**config.mk**
```make
export PLATFORM = sky130hd
export DESIGN_NAME = xor_nn_host_flat
export DESIGN_NICKNAME = d
export VERILOG_FILES = /design/src/rtl/xor_nn_pkg.sv /design/src/rtl/xor_nn_host_if.sv /design/src/rtl/xor_nn_track.sv /design/src/rtl/xor_nn_host.sv /design/src/flat_wrapper.sv
export SDC_FILE = /design/constraint.sdc
export NUM_CORES = 1
export LEC_CHECK = 0
export ABC_CLOCK_PERIOD_IN_PS = 7300
export CAP_MARGIN = 20
export CORE_ASPECT_RATIO = 0.75
export CORE_MARGIN = 5
export CORE_UTILIZATION = 41
export DETAILED_ROUTE_END_ITERATION = 12
export PLACE_DENSITY_LB_ADDON = 0.15
export REMOVE_ABC_BUFFERS = 1
export SYNTH_ARGS = -nofsm -noshare
export SYNTH_HDL_FRONTEND = slang
export SYNTH_SLANG_ARGS = --single-unit
```
**constraint.sdc**
```tcl
create_clock -name clk -period 7.3 [get_ports clk]
set_input_delay 1.46 -clock clk [delete_from_list [all_inputs] [get_ports clk]]
set_output_delay 1.46 -clock clk [all_outputs]
set_load 0.01 [all_outputs]
```
**src/rtl/xor_nn_pkg.sv**
```systemverilog
// xor_nn_pkg: constants and Q8.8 data type shared by the
// XOR classifier host and its tracking pipe.
package xor_nn_pkg;

   typedef logic signed [15:0] q8_t;

   localparam q8_t Q_ONE  = 16'sh0100;
   localparam q8_t Q_ZERO = 16'sh0000;
   localparam int  NN_LAT = 6;

endpackage

```
**src/rtl/xor_nn_host_if.sv**
```systemverilog
// xor_nn_host_if: sample-in and result-out valid/ready streams
// between the sample source/consumer and the classifier host.
interface xor_nn_host_if #(
   parameter int TAG_W = 4
);
   import xor_nn_pkg::*;

   logic             in_valid;
   logic             in_ready;
   q8_t              in_x1;
   q8_t              in_x2;
   logic             out_valid;
   logic             out_ready;
   logic             out_class;
   logic [TAG_W-1:0] out_tag;

   modport master (
      output in_valid, in_x1, in_x2, out_ready,
      input  in_ready, out_valid, out_class, out_tag
   );

   modport slave (
      input  in_valid, in_x1, in_x2, out_ready,
      output in_ready, out_valid, out_class, out_tag
   );

endinterface

```
**src/rtl/xor_nn_track.sv**
```systemverilog
// xor_nn_track: valid + tag shadow of the network pipeline,
// advancing only on the same enable as the network stages.
module xor_nn_track
   import xor_nn_pkg::*;
#(
   parameter int LAT   = NN_LAT,
   parameter int TAG_W = 4
) (
   input  logic             clk,
   input  logic             rst_n,
   input  logic             en,
   input  logic             vin,
   input  logic [TAG_W-1:0] tin,
   output logic             any,
   output logic             vlast,
   output logic [TAG_W-1:0] tlast
);

   logic [LAT-1:0]   vp;
   logic [TAG_W-1:0] tp [LAT];

   always_ff @(posedge clk) begin
      if (!rst_n) begin
         vp <= '0;
         for (int i = 0; i < LAT; i++) tp[i] <= '0;
      end else if (en) begin
         vp    <= {vp[LAT-2:0], vin};
         tp[0] <= tin;
         for (int i = 1; i < LAT; i++) tp[i] <= tp[i-1];
      end
   end

   assign any   = |vp;
   assign vlast = vp[LAT-1];
   assign tlast = tp[LAT-1];

endmodule

```
**src/rtl/xor_nn_host.sv**
```systemverilog
// xor_nn_host: feeds Q8.8 pairs into the fixed-latency XOR network
// and returns tagged class bits on a backpressured result stream.
module xor_nn_host
   import xor_nn_pkg::*;
#(
   parameter int LAT   = NN_LAT,
   parameter int TAG_W = 4,
   parameter int CNT_W = 16
) (
   input  logic             clk,
   input  logic             rst_n,
   xor_nn_host_if.slave     bus,
   output logic             nn_rst,
   output logic             nn_en,
   output q8_t              nn_x1,
   output q8_t              nn_x2,
   input  logic             nn_cl,
   output logic [2:0]       inflight,
   output logic             idle,
   output logic [CNT_W-1:0] done_cnt
);

   logic             vany;
   logic             vlast;
   logic [TAG_W-1:0] tlast;
   logic             stall;
   logic             acc;
   logic             load;
   logic             pop;
   logic [TAG_W-1:0] tag_cnt;
   logic             ovld;
   logic             ocls;
   logic [TAG_W-1:0] otag;
   logic [2:0]       infl;
   logic [CNT_W-1:0] dcnt;

   assign nn_rst = ~rst_n;

   // freeze the whole network only when a finished sample has nowhere to go
   assign stall = vlast && ovld && !bus.out_ready;
   assign nn_en = !stall && (bus.in_valid || vany);
   assign acc   = bus.in_valid && nn_en;
   assign load  = nn_en && vlast;
   assign pop   = ovld && bus.out_ready;

   assign bus.in_ready  = nn_en;
   assign bus.out_valid = ovld;
   assign bus.out_class = ocls;
   assign bus.out_tag   = otag;

   assign nn_x1 = acc ? bus.in_x1 : Q_ZERO;
   assign nn_x2 = acc ? bus.in_x2 : Q_ZERO;

   assign inflight = infl;
   assign idle     = (infl == 3'd0) && !ovld;
   assign done_cnt = dcnt;

   xor_nn_track #(
      .LAT   (LAT),
      .TAG_W (TAG_W)
   ) u_track (
      .clk   (clk),
      .rst_n (rst_n),
      .en    (nn_en),
      .vin   (acc),
      .tin   (tag_cnt),
      .any   (vany),
      .vlast (vlast),
      .tlast (tlast)
   );

   always_ff @(posedge clk) begin
      if (!rst_n) begin
         tag_cnt <= '0;
         ovld    <= 1'b0;
         ocls    <= 1'b0;
         otag    <= '0;
         infl    <= 3'd0;
         dcnt    <= '0;
      end else begin
         if (acc) tag_cnt <= tag_cnt + TAG_W'(1);
         if (load) begin
            ovld <= 1'b1;
            ocls <= nn_cl;
            otag <= tlast;
         end else if (pop) begin
            ovld <= 1'b0;
         end
         if (pop) dcnt <= dcnt + CNT_W'(1);
         case ({acc, load})
            2'b10:   infl <= infl + 3'd1;
            2'b01:   infl <= infl - 3'd1;
            default: infl <= infl;
         endcase
      end
   end

endmodule

```
**src/flat_wrapper.sv**
```systemverilog
// flat-port wrapper written by rule: the top's interface ports become plain ports
module xor_nn_host_flat import xor_nn_pkg::*;
#(
   parameter int LAT   = NN_LAT,
   parameter int TAG_W = 4,
   parameter int CNT_W = 16
)
  (clk, rst_n, nn_rst, nn_en, nn_x1, nn_x2, nn_cl, inflight, idle, done_cnt, bus_in_valid, bus_in_x1, bus_in_x2, bus_out_ready, bus_in_ready, bus_out_valid, bus_out_class, bus_out_tag);
  xor_nn_host_if #(.TAG_W(TAG_W)) bus_i ();
  input  logic clk;
  input  logic rst_n;
  output logic nn_rst;
  output logic nn_en;
  output q8_t nn_x1;
  output q8_t nn_x2;
  input  logic nn_cl;
  output logic [2:0] inflight;
  output logic idle;
  output logic [CNT_W-1:0] done_cnt;
  input wire logic [$bits(bus_i.in_valid)-1:0] bus_in_valid;
  input wire logic [$bits(bus_i.in_x1)-1:0] bus_in_x1;
  input wire logic [$bits(bus_i.in_x2)-1:0] bus_in_x2;
  input wire logic [$bits(bus_i.out_ready)-1:0] bus_out_ready;
  output wire logic [$bits(bus_i.in_ready)-1:0] bus_in_ready;
  output wire logic [$bits(bus_i.out_valid)-1:0] bus_out_valid;
  output wire logic [$bits(bus_i.out_class)-1:0] bus_out_class;
  output wire logic [$bits(bus_i.out_tag)-1:0] bus_out_tag;
  assign bus_i.in_valid = bus_in_valid;
  assign bus_i.in_x1 = bus_in_x1;
  assign bus_i.in_x2 = bus_in_x2;
  assign bus_i.out_ready = bus_out_ready;
  assign bus_in_ready = bus_i.in_ready;
  assign bus_out_valid = bus_i.out_valid;
  assign bus_out_class = bus_i.out_class;
  assign bus_out_tag = bus_i.out_tag;
  xor_nn_host #(.LAT(LAT), .TAG_W(TAG_W), .CNT_W(CNT_W)) u_core (.clk(clk), .rst_n(rst_n), .bus(bus_i), .nn_rst(nn_rst), .nn_en(nn_en), .nn_x1(nn_x1), .nn_x2(nn_x2), .nn_cl(nn_cl), .inflight(inflight), .idle(idle), .done_cnt(done_cnt));
endmodule
```
==> results of run 1 <==
-- flip-flops by register name, summed over array words and instances (netlist names) --
register and flops:
u_core.bus.out_class 1, u_core.done_cnt 16, u_core.u_track.vp 6, u_core.bus.out_valid 1
u_core.bus.out_tag 4, u_core.inflight 3, u_core.u_track.tp 24, u_core.tag_cnt 4
-- worst max-delay path, cell delays in order --
cell and delay, ns:
sky130_fd_sc_hd__clkdlybuf4s50_1 1.05, sky130_fd_sc_hd__nor4_1 0.19, sky130_fd_sc_hd__a21oi_4 0.49, sky130_fd_sc_hd__clkdlybuf4s50_1 0.64
-- where the power goes --
group / internal, mW / total [mW] / switching [mW]
clock network: 0.162 / 0.277 / 0.114
logic: 0.0502 / 0.0856 / 0.0354
registers: 0.358 / 0.363 / 0.00540
-- placed cells by master, fill, tap and decap left out, drive strengths merged, types with 3 or more instances in the layout --
master and n:
ha 3, inv 7, nand2b 3, nor2 28, nand4 5, nand2 19, mux2i 8, and3 58
a21oi 11, nor4 6, buf 3, dfxtp 35, clkdlybuf4s50 97, xnor2 8, clkbuf 15, edfxtp 24
xor2 9, nand3 8, nor3 6
-- final timing paths --
kind / slack (ns) / startpoint / end / cells past startpoint
max: 2.00 / bus_in_valid / nn_en / 4
min: 0.47 / u_core.u_track.vp[1] / u_core.u_track.vp[1] / 2
max reg2reg: 4.75 / u_core.bus.out_valid / u_core.inflight[2] / 9
min reg2reg: 0.47 / u_core.u_track.vp[1] / u_core.u_track.vp[1] / 2
-- cell type report --
class                   count  share of cell area (%)
flip-flops and latches     59                    36.8
multi-input cells         180                    29.0
inverters                   8                   0.776
repair buffers            100                    25.9
clock buffers              15                    4.85
clock inverters             1                   0.129
well taps                  81                    2.62
-- metal layers --
layer / global-route usage, % / share of wire, %
met5: 0 / 0
met4: 4.53 / 0.35
met3: 11.1 / 13
met2: 23.0 / 46
met1: 17.9 / 41
-- Yosys cell counts, types with 4 or more instances --
cell type / count / share of area, %
sky130_fd_sc_hd__and3_1: 58 / 14
sky130_fd_sc_hd__xnor2_1: 8 / 2.6
sky130_fd_sc_hd__nor3_1: 6 / 1.1
sky130_fd_sc_hd__nor4_1: 6 / 1.4
sky130_fd_sc_hd__dfxtp_1: 35 / 26
sky130_fd_sc_hd__inv_1: 6 / 0.84
sky130_fd_sc_hd__edfxtp_1: 24 / 27
sky130_fd_sc_hd__nand4_1: 4 / 0.94
sky130_fd_sc_hd__nand3_1: 7 / 1.3
sky130_fd_sc_hd__nor2_1: 28 / 3.9
sky130_fd_sc_hd__buf_4: 4 / 1.1
sky130_fd_sc_hd__clkbuf_1: 11 / 1.5
sky130_fd_sc_hd__buf_2: 4 / 0.75
sky130_fd_sc_hd__xor2_1: 9 / 3.0
sky130_fd_sc_hd__a21oi_1: 10 / 1.9
sky130_fd_sc_hd__mux2i_1: 8 / 3.0
sky130_fd_sc_hd__nand2_1: 19 / 2.7
-- through the flow --
stage / cells / setup WS, ns / utilization (%)
detailed placement: 427 / 1.87 / 57.9
global placement: 427 / 1.91 / 57.9
CTS: 443 / 1.87 / 61.0
global route: 444 / 1.77 / 61.2
finish: 444 / 2.00 / 61.2
floorplan: 247 / 3.37 / -
-- kinds of logic after synthesis --
family,after synthesis,synth area share (%)
AOI/OAI and AO/OA,14,3.28
xor gates and xnor gates,17,5.58
adders and majority gates,4,2.16
buffers and inverters,28,4.69
DFF,59,53.3
muxes,8,3.00
and+or+nand+nor,137,28.0
==> impl_summary.md, run 1 <==
Clock tree
The clock input transition at the sequential cells of the worst setup and hold paths is 0.06 ns. Buffers added to address setup during post-CTS repair amount to 0. TritonCTS built the clock tree. The total CTS buffers is 9. The clock net in this run drives a total of 59 sinks. The cts-stage hold buffer count is 0. In this run the number of H-tree levels came out at 3. The buffer levels on the longest clock path is 2. Gates resized during post-CTS repair numbered 0. Clock latency on the worst-skew pair, taken at its later pin, is 0.32 ns. In this run the clock root is driven by a sky130_fd_sc_hd__clkbuf_8.

Floorplan
In this run the horizontal extent of the chip is 103 um. The die is 79.9 um tall. The die covers 8240 um2.

The number of placement rows is 25. The floorplan step defined a core boundary enclosing 6320 um2. The initial cell density of the core is 42.2%. During I/O placement, the number of pins put on the boundary was 98.

Route
The count of nets left with antenna violations after detail routing is 0. The final wirelength is 6080 um. The number of detailed-route iterations in the first pass is 6. The detailed-route wire length per cell is 13.7 um. The iteration-0 DRC count of the detailed router is 109. The number of vias per cell is 5.08. Across all layers, the routed design uses 2255 vias.

The count of unresolved DRC violations after routing is 0.

GRT
Across every metal layer, demand over resource in global routing totals 15.6%. The final global-route overflow total is 0. The number of antenna violations at the first check in global routing was 0.

The number of global-route vias before repair is 2138. The largest net degree at the start of global routing is 40. The first global-routing pass estimated 9920 um of wire.

Timing
The post-layout minimum cycle time is 5.30 ns. The final hold slack is 0.474 ns. The max-slew violation count is 0. The final count of hold timing violations is 0.

The worst pin sits at a relative slew slack of 29.0%. At the pin with the least slew margin, the transition time is 1.07 ns. Setup repair after global routing left no endpoint under its margin. Dividing the final minimum period by the clock period gives 72.5%. The final-layout setup total negative slack is 0 ns. Setup violations remaining at the end of the flow were counted as 0. The upper clock frequency limit is 0.189 GHz.

On the final layout, the worst clock skew is 0.00566 ns.

Finish
In the final layout, flip-flops and latches occupy 1420 um2. 0 antenna diodes ended up in the layout. The footprint of the multi-input gates is 1120 um2. The share of layout cells above drive strength 1 is 5.79%.

The growth of design area from synthesis to finish is 45.0%. The net count of the finished layout is 399. Fill cells in the final layout number 540. The finished cells cover 3870 um2.

Power and ir drop
Across the VDD grid, the largest voltage drop is 0.0725 mV. The static leakage is 1.64 nW. Overall power consumption after layout is estimated at 0.726 mW. The power density relative to cell area is 188 nW/um2.

Outcome
The flow ran to the end, and the final reports show no timing, DRC or antenna violations.

Worst setup path
STA puts the critical path data arrival time at 3.84 ns. Along the worst path, the maximum fanout reaches 36. At the worst endpoint, the required time is 5.84 ns. The kind of start point of the critical path is a primary input. The setup path with the least slack is of type in -> out.

The endpoint type of the worst setup path is an output port.

Synth
Yosys mapped the design onto 33 distinct sky130hd cell types. The count of mapped cells out of synthesis is 267. Counting flops and latches in the post-synthesis netlist gives 59. The most instantiated flip-flop cell in the synthesis netlist is sky130_fd_sc_hd__dfxtp_1. The cell area that synthesis handed to floorplanning was 2670 um2.

In this run, synthesis inferred 24 flip-flops with an integrated enable. The sequential element share of the synthesized area is 53.3%. The average size of a mapped cell is 9.99 um2. The async set-reset flop share out of synthesis is 0%. The number of warning messages in the yosys log is 0.

Placed design
The half-perimeter wire length of the detailed placement result is 4270 um. The quantity of I/O buffers inserted on ports is 97. The final weighted congestion in routability-driven placement is 0.757. Once placement finished, the instance area stood at 3660 um2.

Flow run
The number of max-capacitance violations reported is 0.

Hold path
The worst hold path class is reg -> reg.
Note: power is estimated with default switching activity, not from simulation.
==> run 2, diff against run 1 <==
Settings changed: ABC_CLOCK_PERIOD_IN_PS 7300 to 5400.
Clock period 7.3 ns to 5.4 ns, I/O delays scaled along.
==> run 2 against run 1 <==
Net effect:
- routed wire length shrank 0.23%
- flip-flop and latch count unchanged
- non-clock buffer count grew 3
- cell count grew 0.68%
- critical path type unchanged
- highest routed layer unchanged
==> impl_summary.md, run 2 (synthesis gave the netlist of run 1 again) <==
Route
Summing over every cut layer, the via total after detailed routing is 2223. The count of unresolved DRC violations after routing is 0. The count of nets left with antenna violations once routing finished came out at 0. The iteration-0 DRC count of the detailed router is 103. For this block, the routed nets add up to 6070 um of wire. Dividing the detail-routed via count by the number of cells gives 4.97. The detailed-route wire length per cell is 13.6 um. The first detailed-routing pass took 4 iterations.

Floorplan
For this configuration, the core starts out at a cell density of 42.2%. The width of the die is 103 um. The standard cell core area is 6320 um2. For this design the top-level I/O count stands at 98.

Row generation in the floorplan step produced 25 rows. The area of the die is 8240 um2. The die is 79.9 um tall.

GRT
Entering global routing, the biggest net connects 36 pins. The global-route wire length before repair is 10100 um. The number of antenna violations at the first check in global routing is 0.

For this run the aggregate overflow at the end of global routing stands at 0. The number of global-route vias before repair is 2153. Global routing used 15.9% of the available tracks.

Finish
Relative to the synthesized area, the layout overhead comes to 46.2%. Of the cells placed in the final design, the portion with a size suffix greater than 1 is 7.10%. The most common cell after layout, fill and taps aside is sky130_fd_sc_hd__clkdlybuf4s50_1. The register with the most flip-flops is u_core.u_track.tp. The register with the most flip-flops in the layout has 24 of them. The number of antenna repair diodes is 0. Across the whole layout, storage elements account for 1420 um2. The library cells used most frequently in the layout, excluding fill and tap cells, are 97 x sky130_fd_sc_hd__clkdlybuf4s50_1, 58 x sky130_fd_sc_hd__and3_1, 35 x sky130_fd_sc_hd__dfxtp_1. The footprint of the multi-input gates is 1120 um2.

The net count reported at finish is 402. The layout has 563 filler cells.

Timing
The worst slew margin relative to its limit is 63.0%. The final-report setup violation count is 0. The measured slew at the worst slew-check pin is 0.553 ns. The upper clock frequency limit is 0.234 GHz. Subtracting the final worst setup slack from the clock period gives 4.28 ns. The max-slew violation count is 0. The post-route worst setup slack is 1.12 ns. The final count of hold timing violations is 0. For the final database, setup skew stands at 0.00448 ns. Setup repair after global routing left no endpoint under its margin. Of the available clock period, the critical path in the final layout requires 79.3%. The final-layout setup total negative slack is 0 ns.

Clock tree
The cts-stage hold buffer count is 0. The clock input transition at the sequential cells of the worst setup and hold paths is 0.06 ns. TritonCTS created 9 clock buffers. TritonCTS built the clock tree. The buffers inserted during post-CTS setup optimization is 0. The buffer type at the clock tree root is sky130_fd_sc_hd__clkbuf_8. The number of instances resized during post-cts repair is 0.

The clock reaches the later pin of the worst-skew pair after 0.33 ns. The H-tree was split into 3 levels. Counting along the longest clock path gives a buffer depth of 2. For this design, the sink count on the clock tree is 59.

Power and ir drop
The static leakage is 1.66 nW. For this design the ratio of total power to cell area is 259 nW/um2. The maximum resistive drop on vdd is 0.160 mV.

Placed design
Port buffering added 97 buffers. Timing analysis after detailed placement gives a worst setup slack of 1.14 ns. The final weighted congestion in routability-driven placement is 0.720.

The HPWL after detailed placement is 4370 um.

Outcome
The flow ran to the end, and the final reports show no timing, DRC or antenna violations.

Flow run
Across the run, the number of max-cap violations was 0.

Worst setup path
The destination of the critical timing path is nn_en. Along the worst path, the maximum fanout reaches 27. In this run the register-to-register setup slack is 2.93 ns. For the worst setup path, the data required time is 4.32 ns.

For the worst flop-to-flop path, the logic depth is 9. The reg-to-reg critical path endpoint is u_core.inflight[2]. The timing startpoint of the critical path is bus_out_ready.

The critical setup path kind is in -> out. At the worst endpoint, the arrival time is 3.20 ns. The endpoint type of the worst setup path is an output port. The startpoint of the worst register-to-register path is u_core.bus.out_valid. STA classifies the critical path startpoint as a primary input.

Hold path
The worst hold path begins at u_core.u_track.vp[3]. The worst hold path class is reg -> reg.
[run 2: cell types whose count changed in the layout (fill, tap and decap cells not counted)]
cell	before	now
sky130_fd_sc_hd__buf_4	2	5
sky130_fd_sc_hd__bufinv_16	0	1
sky130_fd_sc_hd__clkinv_1	1	2
sky130_fd_sc_hd__clkbuf_1	3	0
sky130_fd_sc_hd__clkinvlp_4	0	1
sky130_fd_sc_hd__clkbuf_16	1	0
sky130_fd_sc_hd__clkinv_2	1	2
[run 2: power by group]
part | leakage [nW] | total [mW] | internal [mW] | switching, mW
clock | 0.103 | 0.400 | 0.235 | 0.166
combinational | 0.998 | 0.117 | 0.0693 | 0.0482
sequential | 0.559 | 0.491 | 0.483 | 0.00756
total | 1.66 | 1.01 | 0.787 | 0.221
[run 2: worst min path at each step]
stage | end | slack, ns | cells after the start
6_report | u_core.u_track.vp[4] | 0.47 | 2
5_1_grt | u_core.u_track.vp[4] | 0.49 | 2
4_1_cts | u_core.u_track.vp[4] | 0.47 | 2
3_5_place_dp | u_core.u_track.vp[4] | 0.46 | 2
3_3_place_gp | u_core.u_track.vp[4] | 0.46 | 2
2_1_floorplan | u_core.u_track.vp[2] | 0.44 | 2
[run 2: critical path, cell delays in order]
cell and delay, ns:
sky130_fd_sc_hd__clkdlybuf4s50_1 0.66, sky130_fd_sc_hd__inv_2 0.06, sky130_fd_sc_hd__and3_1 0.27, sky130_fd_sc_hd__a21oi_4 0.48, sky130_fd_sc_hd__clkdlybuf4s50_1 0.64
[run 2: final cells by class]
| type | count | area share (%) |
|---|---|---|
| multi-input cells | 180 | 28.7 |
| inverters | 8 | 0.770 |
| well taps | 81 | 2.60 |
| clock inverters | 5 | 1.32 |
| repair buffers | 103 | 26.2 |
| clock buffers | 11 | 3.88 |
| flip-flops and latches | 59 | 36.4 |
[run 2: per-layer routing]
layer	GRT usage, %	vias to the layer above	wire [um]
met1	18.2	1004	2500
li1	-	1123	-
met4	5.05	0	65
met2	23.6	88	2670
met3	10.9	8	838
met5	0	-	0
[run 2: stage by stage]
step	total power, mW	hold WS, ns	area (um2)	cells	utilization, %
after floorplan	0.542	0.445	2570	247	-
after global placement	0.615	0.457	3680	430	58.3
after detailed placement	0.619	0.465	3680	430	58.3
after CTS	1.02	0.474	3880	446	61.5
after global routing	1.05	0.492	3900	447	61.7
final	1.01	0.473	3900	447	61.7
==> run 3, diff against run 2 <==
Settings changed: ABC_CLOCK_PERIOD_IN_PS 5400 to 3700, CORE_UTILIZATION 41 to 40.
Clock period 5.4 ns to 3.7 ns, I/O delays scaled along.
==> run 3 against run 2 <==
Net effect:
- first-iteration DRC count fell by 16%
- cell area rose by 0.61%
- via count fell by 0.85%
- flip-flop and latch count did not move
- combinational power rose by 51%
- clock power rose by 51%
- cell count rose by 0.45%
- largest cell class unchanged
- largest power group unchanged
==> impl_summary.md, run 3 (synthesis gave the netlist of run 1 again) <==
Outcome
The flow ran to the end, and the final reports show no timing, DRC or antenna violations.

Route
The number of detailed-route iterations in the first pass is 4. The total number of vias is 2204. In the routed layout, each cell is associated on average with a via count of 4.91. The final wirelength is 6330 um. The detailed-route wire length per cell is 14.1 um.

The count of nets left with antenna violations after detail routing is 0. The iteration-0 DRC count of the detailed router is 87. The count of unresolved DRC violations after routing is 0.

Clock tree
The total CTS buffers is 9. The clock drives 59 sinks. The number of instances resized during post-cts repair is 0. The buffer type at the clock tree root is sky130_fd_sc_hd__clkbuf_8. For the worst-skew pair, the clock arrives at the later sink with an insertion delay of 0.33 ns. The buffer levels on the longest clock path is 2. After clock tree synthesis, the flow added hold-fix buffers numbering 0.

After clock tree synthesis, the clock-pin slew on the worst setup and hold paths is 0.06 ns. The TritonCTS clock tree is yes. In this run the number of H-tree levels came out at 3.

In this run the post-CTS setup repair buffer count came out at 0.

Finish
The sequential cell area is 1420 um2. The register with the most flip-flops in the layout has 24 of them. The register with the most flip-flops is u_core.u_track.tp.

In the layout the commonest cells are 97 x sky130_fd_sc_hd__clkdlybuf4s50_1, 58 x sky130_fd_sc_hd__and3_1, 35 x sky130_fd_sc_hd__dfxtp_1. The number of antenna repair diodes is 0. Cells fill 61.5% of the core in the end. The growth of design area from synthesis to finish is 47.1%.

The final layout contains 404 nets. Summing all multi-input logic gate instances after layout gives 1120 um2. Leaving out fill and tap cells, the most frequent cell in the layout is sky130_fd_sc_hd__clkdlybuf4s50_1. The post-route netlist has 7.34% of its cells at a drive strength greater than 1.

For this run, the number of standard cells in the final layout without fillers is 449. The number of filler cells placed in the layout is 544.

Placed design
Summed over all nets, the half-perimeter wirelength after detailed placement is 4590 um. The final weighted congestion in routability-driven placement is 0.786. The quantity of I/O buffers inserted on ports is 97. The instance count after placement with tap cells included is 433. At the placement stage, the worst setup path has a slack of 0.529 ns.

Timing
The maximum clock skew at final layout is 0.00758 ns. In the final timing run, aggregate negative setup slack is 0 ns. Static timing analysis puts the maximum clock frequency at 0.316 GHz. The final hold slack is 0.474 ns. Setup violations remaining at the end of the flow were counted as 0.

The final count of hold timing violations was 0. The max-slew violation count is 0. Setup repair after global routing left no endpoint under its margin. For the finished layout, the period the worst path requires is 3.16 ns. After layout, the worst setup slack is 0.537 ns. The final period utilization is 85.5%. For the pin with the worst max-slew slack, the measured transition is 0.482 ns.

The worst slew margin relative to its limit is 67.6%.

Hold path
The worst hold path class is reg -> reg. The number of stages on the worst hold path is 2.

Worst setup path
Along the worst path, the maximum fanout reaches 8. The most critical setup path has its endpoint at bus_in_ready. STA classifies the critical path startpoint as a primary input. The startpoint of the worst register-to-register path is u_core.bus.out_valid. The setup path with the least slack is of type in -> out.

For the worst flop-to-flop path, the logic depth is 9. The data required time at the worst endpoint is 2.96 ns. The data arrival time of the critical path is 2.42 ns. The timing startpoint of the critical path is bus_out_ready. The endpoint type of the worst setup path is an output port. The reg-to-reg critical path endpoint is u_core.inflight[2]. Setup slack on the worst reg-to-reg path comes out at 1.27 ns.

Power and ir drop
VDD sags by at most 0.145 mV. In this run switching power makes up 21.3% of total power. For this design the static power due to leakage is 1.68 nW. In this run, flip-flops and latches consume 47.8% of the power.

The power density relative to cell area is 382 nW/um2. Cell internal power was estimated by the tool at 1.18 mW. The analysis attributes to net switching a power of 0.319 mW. The part of the total power dissipated in the clock network is 40.4%. Combinational cells account for 11.8% of the total power.

Floorplan
The initial utilization of the core area, before any placement, comes to 41.8%. The width of the die is 104 um. The number of placement rows is 25. The height of the die is 80.7 um. The standard cell core area is 6380 um2.

Pin placement for this block handled 98 I/O pins. The area of the die is 8420 um2.

GRT
Entering global routing, the biggest net connects 40 pins. The number of antenna violations at the first check in global routing is 0. The first global-routing pass estimated 10800 um of wire. The final global-route overflow total is 0. In the global route stage, overall resource usage came out at 16.0%. The number of global-route vias before repair was 2209.

Flow run
Max-cap violations in this run came to 0.
run 3: routing by layer:
metal	wire [um]	part of all wire [%]	vias to the layer above	track usage, %
met3	751	12	5	9.24
met4	72	1.1	0	5.43
li1	-	-	1131	-
met5	0	0	-	0
met1	2820	45	987	19.0
met2	2690	42	81	24.4
run 3: cell type report:
| type | count | area share (%) |
|---|---|---|
| Clock inverter | 7 | 2.10 |
| Timing Repair Buffer | 105 | 26.6 |
| Tap cell | 81 | 2.58 |
| Clock buffer | 9 | 3.16 |
| Multi-Input combinational cell | 180 | 28.6 |
| Inverter | 8 | 0.765 |
| Sequential cell | 59 | 36.2 |
run 3: power groups by stage:
stage | combinational (mW) | clock [mW] | sequential (mW)
after floorplan | 0.0619 | 0 | 0.729
after global placement | 0.177 | 0 | 0.729
after detailed placement | 0.178 | 0 | 0.731
after CTS | 0.179 | 0.618 | 0.717
after global routing | 0.195 | 0.651 | 0.720
final | 0.177 | 0.606 | 0.717
run 3: worst min path at each step:
stage	startpoint	end	slack, ns
floorplan	u_core.u_track.vp[2]	u_core.u_track.vp[2]	0.44
global placement	u_core.u_track.vp[1]	u_core.u_track.vp[1]	0.46
detailed placement	u_core.u_track.vp[3]	u_core.u_track.vp[4]	0.46
CTS	u_core.u_track.vp[2]	u_core.u_track.vp[2]	0.47
global route	u_core.u_track.vp[4]	u_core.u_track.vp[4]	0.49
finish	u_core.u_track.vp[3]	u_core.u_track.vp[3]	0.47
run 3: per-stage QoR:
| step | area [um2] | power [mW] |
|---|---|---|
| after floorplan | 2570 | 0.791 |
| after global placement | 3720 | 0.906 |
| after detailed placement | 3720 | 0.909 |
| after CTS | 3920 | 1.51 |
| after global routing | 3920 | 1.57 |
| final | 3920 | 1.50 |
run 3: critical path: stages:
cell	delay [ns]
sky130_fd_sc_hd__clkdlybuf4s50_1	0.47
sky130_fd_sc_hd__buf_4	0.16
sky130_fd_sc_hd__inv_2	0.04
sky130_fd_sc_hd__and3_1	0.27
sky130_fd_sc_hd__a21oi_4	0.19
sky130_fd_sc_hd__clkdlybuf4s50_1	0.56
==> variant, RTL diff (settings of run 2) <==
`CNT_W` is set to 16 in 2 places; all go to 32.
--- a/src/rtl/xor_nn_host.sv
+++ b/src/rtl/xor_nn_host.sv
@@ -5,7 +5,7 @@
 #(
    parameter int LAT   = NN_LAT,
    parameter int TAG_W = 4,
-   parameter int CNT_W = 16
+   parameter int CNT_W = 32
 ) (
    input  logic             clk,
    input  logic             rst_n,
--- a/src/flat_wrapper.sv
+++ b/src/flat_wrapper.sv
@@ -3,7 +3,7 @@
 #(
    parameter int LAT   = NN_LAT,
    parameter int TAG_W = 4,
-   parameter int CNT_W = 16
+   parameter int CNT_W = 32
 )
   (clk, rst_n, nn_rst, nn_en, nn_x1, nn_x2, nn_cl, inflight, idle, done_cnt, bus_in_valid, bus_in_x1, bus_in_x2, bus_out_ready, bus_in_ready, bus_out_valid, bus_out_class, bus_out_tag);
   xor_nn_host_if #(.TAG_W(TAG_W)) bus_i ();
Interface: changed (resized done_cnt); port bits go from 98 to 114. No check against the original RTL was run, so the function may have changed too.
==> variant against run 2 <==
  * Worst hold slack improved by 5.6 ps
  * Total power rose by 21%
  * Routed wire length rose by 41%
  * Sequential cell count rose by 16
  * Area after synthesis rose by 28%
  * Setup slack got worse by 110 ps
  * Clock power rose by 23%
  * Cell area rose by 24%
  * Critical path type unchanged
==> variant: results (changes against run 2) <==
[setup_path]
slowest_delay_ps = 730  ; +70 ps
path_delay_family = simple AND/OR/NAND/NOR gates
path_max_fanout = 33  ; +22%
r2r_slack_ps = 2260  ; -670 ps
arrival_ps = 3310  ; +110 ps
critPathSlowestCell = nand3b_1

[synth]
synth_area_leaders = dfxtp_1 (30%), edfxtp_1 (21%), and3_1 (12%)
ys_types = 33  ; unchanged
ys_top_cells_by_count = and3_1 (63), dfxtp_1 (51), a21oi_1 (30)
synth-seq-area-share = 0.509  ; -0.0239

[finish]
seq_area_um2 = 1740  ; +23%
nNetsFinal = 505  ; +26%
layout-drive-gt1-share = 0.0512  ; -0.0199
antenna_cells = 0  ; unchanged
largest_reg_flops = 32  ; +33%
fillers = 693  ; +23%

[clock_tree]
htreeDepth = 3  ; unchanged
cts_setup_buffers = 0  ; unchanged
clk_pin_slew_ps = 80  ; +20 ps
clock_path_buffers = 2  ; unchanged
clk_latency_ps = 340
root_buffer = clkbuf_8

[drt]
antenna_left = 0  ; unchanged
via_per_inst = 5.39  ; +8.5%
drtIter0Drc = 216  ; +110%
routed_wl_um = 8580  ; +41%

[placed_design]
hpwl_um = 6080  ; +39%
gp_congestion = 0.783  ; +8.8%
placed_area_um2 = 4610  ; +25%
portBuffers = 113  ; +16%
dpl_worst_slack_ps = 1010  ; -124 ps

[sta]
worst_pin_slew_ps = 894  ; +341 ps
post-route-min-period_ps = 4390  ; +106 ps
skew_ps = 7.76  ; +3.28 ps

[run_status]
status = finished clean

[global_route]
grt_pass1_wl_um = 14000  ; +39%
grt_max_degree = 52  ; +44%
antenna_found_initial = 0  ; unchanged
grt_pass1_vias = 2979  ; +38%
grt.total_usage = 0.173  ; +0.0142

[power]
p_leak_uw = 0.00191  ; +15%
ir_drop_v = 0.000181  ; +13%

-- variant: path summary, 6_finish.rpt --
check / from / end / cells after the start
worst max-delay path: bus_out_ready / nn_x2[4] / 4
worst max register to register: u_core.bus.out_valid / u_core.inflight[2] / 9
worst min-delay path: u_core.done_cnt[31] / u_core.done_cnt[31] / 2
worst min register to register: u_core.done_cnt[31] / u_core.done_cnt[31] / 2
-- variant: power breakdown --
part	internal (uW)	switching, uW	total (uW)
logic	68.8	50.0	119
clock network	290	203	493
registers	601	7.23	608
-- variant: metal layers --
| metal | part of all wire | wire length, um | track usage | vias to the layer above |
|---|---|---|---|---|
| met1 | 0.44 | 3740 | 0.213 | 1463 |
| met2 | 0.46 | 3940 | 0.273 | 107 |
| li1 | - | - | - | 1520 |
| met4 | 0.0082 | 70 | 0.0480 | 0 |
| met5 | 0 | 0 | 0 | - |
| met3 | 0.097 | 832 | 0.0839 | 6 |
-- variant: logic make-up (layout without fill, tap and decap cells) --
logic type / after synthesis / in the layout / synth area share
simple gates: 171 / 171 / 0.282
fa+ha+maj: 4 / 4 / 0.0168
buf+inv: 37 / 145 / 0.0464
mux: 6 / 6 / 0.0176
flops: 75 / 75 / 0.509
xor+xnor: 16 / 16 / 0.0409
compound gates: 52 / 52 / 0.0870
-- variant: area by class of cell --
type                       instances  share of cell area
sequential                        75               0.360
inverter                          10             0.00775
clock buffer                      11              0.0315
timing repair buffer             119               0.243
multi-input combinational        249               0.314
tap                              105              0.0271
clock inverter                     5              0.0168
-- variant: per-stage QoR --
stage | instances | hold slack [ps]
after floorplan | 334 | 445
after global placement | 558 | 452
after detailed placement | 558 | 470
after CTS | 574 | 480
after global routing | 574 | 500
final | 574 | 479
